<file path="config.mk">
export PLATFORM = sky130hd
export DESIGN_NAME = rom_streamer
export DESIGN_NICKNAME = d
export VERILOG_FILES = /design/src/rtl/rom_streamer.sv
export SDC_FILE = /design/constraint.sdc
export NUM_CORES = 1
export LEC_CHECK = 0
export BUFFER_PORTS_ARGS = -buffer_cell sky130_fd_sc_hd__buf_2
export CORE_MARGIN = 4
export CORE_UTILIZATION = 35
export CTS_CLUSTER_SIZE = 16
export DETAILED_ROUTE_END_ITERATION = 12
export PLACE_DENSITY = 0.63
export SYNTH_ARGS = -nofsm -noshare
export SYNTH_HDL_FRONTEND = slang
export SYNTH_SLANG_ARGS = --single-unit
export TNS_END_PERCENT = 20
</file>
<file path="constraint.sdc">
create_clock -name clk -period 5.5 [get_ports clk]
set_input_delay 0.55 -clock clk [delete_from_list [all_inputs] [get_ports clk]]
set_output_delay 0.55 -clock clk [all_outputs]
set_load 0.005 [all_outputs]
</file>
<file path="src/rtl/rom_streamer.sv">
// Pattern-ROM reader: walks start..end addresses (mod 2^ADDR_W), absorbs the
// ROM's 1-cycle registered read latency and streams bytes over valid/ready.
module rom_streamer #(
  parameter int ADDR_W     = 4,
  parameter int DATA_W     = 8,
  parameter int FIFO_DEPTH = 2
) (
  input  logic              clk,
  input  logic              reset,
  input  logic              start,
  input  logic              loop,
  input  logic              stop,
  input  logic [ADDR_W-1:0] start_addr,
  input  logic [ADDR_W-1:0] end_addr,
  output logic              busy,
  output logic              done,
  output logic [ADDR_W-1:0] rom_addr,
  input  logic [DATA_W-1:0] rom_data,
  output logic [DATA_W-1:0] m_data,
  output logic              m_valid,
  input  logic              m_ready,
  output logic              m_last
);
  localparam int PTR_W = $clog2(FIFO_DEPTH);
  localparam int CNT_W = PTR_W + 1;

  localparam logic [1:0] S_IDLE  = 2'd0;
  localparam logic [1:0] S_RUN   = 2'd1;
  localparam logic [1:0] S_DRAIN = 2'd2;

  logic [1:0]        r_state;
  logic [ADDR_W-1:0] r_start_a, r_end_a, r_cnt, r_addr;
  logic              r_loop, r_infl, r_infl_last;
  logic [DATA_W-1:0] r_mem      [FIFO_DEPTH];
  logic              r_mem_last [FIFO_DEPTH];
  logic [PTR_W-1:0]  r_wr, r_rd;
  logic [CNT_W-1:0]  r_count;

  logic              w_pop, w_issue, w_at_end, w_loop_eff, w_fin;
  logic [CNT_W:0]    w_occ;

  assign w_pop      = (r_count != '0) & m_ready;
  // Slots committed after this cycle: stored + in flight - leaving now.
  assign w_occ      = {1'b0, r_count} + (CNT_W+1)'(r_infl) - (CNT_W+1)'(w_pop);
  assign w_issue    = (r_state == S_RUN) && (w_occ < (CNT_W+1)'(FIFO_DEPTH));
  assign w_at_end   = (r_cnt == r_end_a);
  assign w_loop_eff = r_loop & ~stop;
  assign w_fin      = (r_state == S_DRAIN) && !r_infl && (r_count == '0);

  always_ff @(posedge clk) begin
    if (reset) begin
      r_state     <= S_IDLE;
      r_start_a   <= '0;
      r_end_a     <= '0;
      r_cnt       <= '0;
      r_addr      <= '0;
      r_loop      <= 1'b0;
      r_infl      <= 1'b0;
      r_infl_last <= 1'b0;
      r_wr        <= '0;
      r_rd        <= '0;
      r_count     <= '0;
    end else begin
      r_infl      <= w_issue;
      r_infl_last <= w_issue & w_at_end;
      if (r_infl) r_wr <= r_wr + PTR_W'(1);
      if (w_pop)  r_rd <= r_rd + PTR_W'(1);
      r_count <= r_count + CNT_W'(r_infl) - CNT_W'(w_pop);
      if (stop) r_loop <= 1'b0;
      case (r_state)
        S_IDLE: if (start) begin
          r_start_a <= start_addr;
          r_end_a   <= end_addr;
          r_cnt     <= start_addr;
          r_loop    <= loop;
          r_state   <= S_RUN;
        end
        S_RUN: if (w_issue) begin
          r_addr <= r_cnt;
          if (w_at_end) begin
            r_cnt <= r_start_a;
            if (!w_loop_eff) r_state <= S_DRAIN;
          end else begin
            r_cnt <= r_cnt + ADDR_W'(1);
          end
        end
        S_DRAIN: if (w_fin) r_state <= S_IDLE;
        default: r_state <= S_IDLE;
      endcase
    end
  end

  // Storage needs no reset; outputs are masked by m_valid.
  always_ff @(posedge clk) begin
    if (r_infl) begin
      r_mem[r_wr]      <= rom_data;
      r_mem_last[r_wr] <= r_infl_last;
    end
  end

  assign m_valid  = (r_count != '0);
  assign m_data   = m_valid ? r_mem[r_rd] : '0;
  assign m_last   = m_valid & r_mem_last[r_rd];
  assign busy     = (r_state == S_RUN) || (r_state == S_DRAIN);
  assign done     = w_fin & ~reset;
  assign rom_addr = w_issue ? r_cnt : r_addr;
endmodule

</file>
-- Word-level counts from Yosys, hierarchy flattened
Memories as Yosys holds them, arrays and structs flattened. A register that Yosys moved wholly into a read port is not among the register bits.
Index checks and enable logic that the tools add are counted.
W data, S select, Z words.
- register bits: 25
- latch bits: 0
- RAM bits: 18
- memory bits (read-only): 0
- input port bits: 22
- output and inout bits: 16
- logic and storage cells: 69
- memories kept: 2
- memories (memory ; depth ; bits a word ; read ports ; clocked after memory_dff ; write ports ; line ; RTL):
    r_mem ; 2 ; 8 ; 1 ; 1 ; 1 ; 34 ; logic [DATA_W-1:0] r_mem [FIFO_DEPTH];
    r_mem_last ; 2 ; 1 ; 1 ; 1 ; 1 ; 35 ; logic r_mem_last [FIFO_DEPTH];
- add/subtract/negate cells: 7
- multipliers: 0
- divide/modulo/power cells: 0
- order comparisons: 1
- equality and inequality tests: 8
- shift operators: 0
- muxes and demuxes: 21
- bitwise operators: 7
- reduce and logical (&&, ||, !) cells: 12
- operators by type and width (kind ; number):
    $mux W4 ; 4
    $mux W2 ; 5
    $ne A2 B2 Y1 const B ; 5
    $mux W1 ; 9
    $mux W8 ; 1
    $pmux W4 S2 ; 1
    $pmux W2 S3 ; 1
    $and A1 B1 Y1 ; 5
    $reduce_and A5 Y1 ; 1
    $add A4 B1 Y4 const B ; 1
    $eq A4 B4 Y1 ; 1
    $logic_not A2 Y1 ; 2
    $reduce_bool A2 Y1 ; 2
    $add A2 B1 Y3 ; 1
    $logic_and A1 B1 Y1 ; 3
    $lt A3 B2 Y1 const B ; 1
    $reduce_and A3 Y1 ; 1
    $sub A3 B1 Y3 ; 1
    $add A1 B1 Y1 const B ; 2
    $add A2 B1 Y2 ; 1
    $eq A2 B1 Y1 const B ; 1
    $eq A2 B2 Y1 const B ; 1
    $not A1 Y1 ; 2
    $reduce_and A2 Y1 ; 1
    other kinds (3) ; 3

-- Depth between registers and ports, before layout
- depth in word-level cells: 7
- mapped depth: 12
- gate-level depth less buffers: 11

-- Least setup slack after synthesis
No wires, ideal clock.
- path type: flip-flop to output port
- from: register r_count[1]
- to: output rom_addr[0]
- arrival: 2.612 ns
- data required time: 4.950 ns
- path slack: 2.338 ns
- stages on the path, launching flop included: 12
- buffers on the path: 1
- cell sequence: dfxtp_1 > buf_6 > nor2_2 > inv_1 > and2_1 > ha_1 > inv_1 > ha_1 > fa_1 > xnor2_1 > nor3_4 > mux2_2
- longest elaborated chain between the ends: 6
- elaborated cells between the ends (all ways): 7
- classes of those cells: 2 x add/sub; 1 x order compare; 1 x mux; 1 x bitwise; 2 x reduce/logical
- ends and longest elaborated chain (what ; line ; RTL):
    start, declared ; 37 ; logic [CNT_W-1:0] r_count;
    start signal, assigned ; 68 ; r_count <= r_count + CNT_W'(r_infl) - CNT_W'(w_pop);
    $reduce_bool A2 Y1 ; n/a ;
    via m_valid ; 20 ; output logic m_valid,
    $and A1 B1 Y1 ; 42 ; assign w_pop = (r_count != '0) & m_ready;
    via w_pop ; 39 ; logic w_pop, w_issue, w_at_end, w_loop_eff, w_fin;
    $sub A3 B1 Y3 ; 44 ; assign w_occ = {1'b0, r_count} + (CNT_W+1)'(r_infl) - (CNT_W+1)'(w_pop);
    $lt A3 B2 Y1 ; 45 ; assign w_issue = (r_state == S_RUN) && (w_occ < (CNT_W+1)'(FIFO_DEPTH));
    $logic_and A1 B1 Y1 ; 45 ;
    $mux W4 ; n/a ;
    end, declared ; 17 ; output logic [ADDR_W-1:0] rom_addr,
The timed path passes the listed nets, and every way through them passes these cells.

-- Worst setup path in the final report
- from: register r_count[1]
- to: output rom_addr[0]
- longest elaborated chain between the ends: 6
- elaborated cells between the ends (all ways): 7
- classes of those cells: 2 x add/sub; 1 x order compare; 1 x mux; 1 x bitwise; 2 x reduce/logical
- ends and longest elaborated chain (what ; line):
    $reduce_bool A2 Y1 ; 42
    $and A1 B1 Y1 ; 42
    via w_pop ; 39
    $sub A3 B1 Y3 ; 44
    $lt A3 B2 Y1 ; 45
    $logic_and A1 B1 Y1 ; 45
    $mux W4 ; n/a
The timed path passes the listed nets, and every way through them passes these cells.

==> metrics.csv <==
metric,value,unit
P_leak,0.9497,nW
ANT cells,0,
most common cell in the netlist,dfxtp_1,
Placed Cells,288,
CP endpoint kind,output port,
"Top FF cell, synth",dfxtp_1,
Final min period,3.839,ns
RSZ-0062 raised after global routing,no,
Synth Register Bits,44,
crit path max fanout,10,
Die Span X,84.50,microns
worst slew pin tran,0.8025,ns
crit-path cells,"nor2_2, inv_1, and2_1, ha_1, inv_1, ha_1, fa_1, xnor2_1, nor3_4, mux2_2, buf_2",
Peak VDD IR,0.2064,mV
post-placement cell area,0.002283,sq mm
cts hold-fix bufs,0,
fin nets,253,
CTS buffer count,5,
fillers,575,
CTS resizes,0,
Yosys warning count,0,
Hold Crit Class,flip-flop to flip-flop,
Hold Fails Final Rpt,0,
Int Power,764.4,uW
largest net degree at the start of global routing,29,
DP Wirelength,2818,microns
Pwr per Cell Area,500.6,mW/mm^2
vias in the first global route,1438,
Area Overhead vs Synth,16.92,%
worst path buffer plus inverter count,3,
initial core utilization,0.3652,
Tcrit/Tclk final,0.6979,
CTS tree,yes,
initial antenna violation count,0,
layout cell share with drive strength beyond 1,0.2679,
# DRC,0,
CTS root buffer,clkbuf_8,
Port Buffer Count,37,
Clock Power Share,0.204,
global-route wire length before repair,6693,microns
Net Switching,434.4,uW
final cell count without fillers,296,
CP required,4.95,ns
family with the most delay on the worst path,adder cells,
total track usage,0.1167,
I/O Pins,38,
slowest CP cell,fa_1,
ys async rst share,0,
Final ANT Viol Nets,0,
die area,0.007140,sq mm
Synth area leaders,"edfxtp_1 (26%), dfxtp_1 (25%), mux2i_1 (5.4%)",
outcome,completed,
Avg Inst Size Synth,10.95,sq um
switching portion of total power,0.3624,
CP startpoint kind,flip-flop,
Clock Tree Buf Depth,2,
post-CTS setup buffers,0,
Pre-antenna DRT Iters,4,
DRT Wirelength,3891,microns
Post-Synthesis Net Count,217,
Mapped Cells,187,
Worst Clk Skew,0.002640,ns
die height,84.50,microns
WL per Instance,13.15,microns
max-cap violations,0,
via count,1424,
H-tree depth,2,
Synth top cells by count,"dfxtp_1 (26), edfxtp_1 (18), a21oi_1 (16)",
Post-synth EDFFs,18,
clock latency on the worst-skew pair,0.29,ns
Clock Sinks,44,
post-DR vias/cell,4.811,
GRT overflow,0,
Synth Cell Area,0.002048,sq mm
clock-pin slew on the worst setup and hold paths,0.08,ns
Fin Setup TNS,0,ns
sequential fraction of design power,0.393,
Logic pwr share,0.403,
cell taking the most area after synthesis,edfxtp_1,
# setup viols final,0,
CP max stage delay,0.43,ns
relative slew slack,0.4639,
Core Area,0.005608,sq mm
post-route cell area,0.002395,sq mm
GPL Wtd Cong,0.7434,
# rows,27,
post-synth cell types,40,
CP Data Arrival Time,3.29,ns
"Seq/Total Area, Yosys",0.5180,
first-iteration detailed-routing DRC count,20,
Setup CP Type,flip-flop to output port,
share of the synthesized area in the top cell type,0.2639,
Max Freq,260.5,MHz
max-slew violations,0,
## per-layer routing
metal | share of wire | global-route usage | vias to the layer above
met1 | 0.46 | 0.1463 | 662
met3 | 0.052 | 0.03337 | 3
met2 | 0.47 | 0.1950 | 38
met5 | 0 | 0 | -
met4 | 0.0085 | 0.03453 | 0
li1 | - | - | 721
## metrics by stage
stage                     hold slack (ns)  total power, mW  utilization  worst slack, ns
after global placement             0.4079           0.9649       0.4072            2.027
final                              0.4345            1.199       0.4270            1.661
after global routing               0.4240            1.295       0.4270            1.458
after CTS                          0.4272            1.219       0.4270            1.634
after detailed placement           0.4205           0.9692       0.4072            1.981
after floorplan                    0.4037           0.8404            -            2.338
## logic make-up (layout without fill, tap and decap cells)
| group | count (synthesis) | in the layout | synth area share |
|---|---|---|---|
| AND/OR/NAND/NOR | 64 | 64 | 0.1662 |
| flip-flops | 44 | 44 | 0.5180 |
| AO/OA/AOI/OAI | 28 | 28 | 0.09713 |
| buffers and inverters | 17 | 54 | 0.03665 |
| multiplexers | 16 | 16 | 0.08308 |
| XOR/XNOR | 10 | 10 | 0.04643 |
| adder cells (fa/ha/maj) | 8 | 8 | 0.05253 |
## power groups by stage
stage	clock, mW	sequential, mW	combinational [mW]
after floorplan	0	0.452	0.388
after global placement	0	0.481	0.484
after detailed placement	0	0.482	0.487
after CTS	0.253	0.474	0.491
after global routing	0.263	0.482	0.549
final	0.244	0.472	0.483
## area by class of cell
cell class | instances | area (sq um) | share of cell area
Timing Repair Buffer | 37 | 185.2 | 0.07733
Inverter | 9 | 35.03 | 0.01463
Sequential cell | 44 | 1061 | 0.4431
Clock inverter | 3 | 42.54 | 0.01776
Tap cell | 72 | 90.09 | 0.03762
Clock buffer | 5 | 68.82 | 0.02874
Multi-Input combinational cell | 126 | 912.1 | 0.3809
## sequential cells by signal, indices dropped and copies added (netlist names), named ones only
signal and flops:
r_wr 1, r_mem 16, r_end_a 4, r_state 2, r_rd 1, r_addr 4, r_infl_last 1, r_infl 1
r_mem_last 2, r_count 2, r_loop 1, r_start_a 4, r_cnt 4
## cells in the final DEF, fill, tap and decap left out, types with 8 or more instances in the layout
cell | Yosys | final
buf_2 | 2 | 37
dfxtp_1 | 26 | 26
edfxtp_1 | 18 | 18
a21oi_1 | 16 | 16
nor2_1 | 15 | 15
nand2_1 | 13 | 13
mux2i_1 | 11 | 11
nand3_1 | 10 | 10
xnor2_1 | 8 | 8
inv_1 | 8 | 8
nand2b_1 | 8 | 8
## worst paths after layout
kind                                  end                    from  cells past startpoint  slack, ns
setup / recovery              rom_addr[0]   r_count[1]$_SDFF_PP0_                     11       1.66
setup reg to reg   r_addr[1]$_SDFFE_PP0P_   r_count[1]$_SDFF_PP0_                     11       2.38
hold reg to reg   r_mem_last[1]$_DFFE_PP_  r_infl_last$_SDFF_PP0_                      0       0.43
hold / removal    r_mem_last[1]$_DFFE_PP_  r_infl_last$_SDFF_PP0_                      0       0.43
No activity file was read; power rests on OpenSTA's default activity.
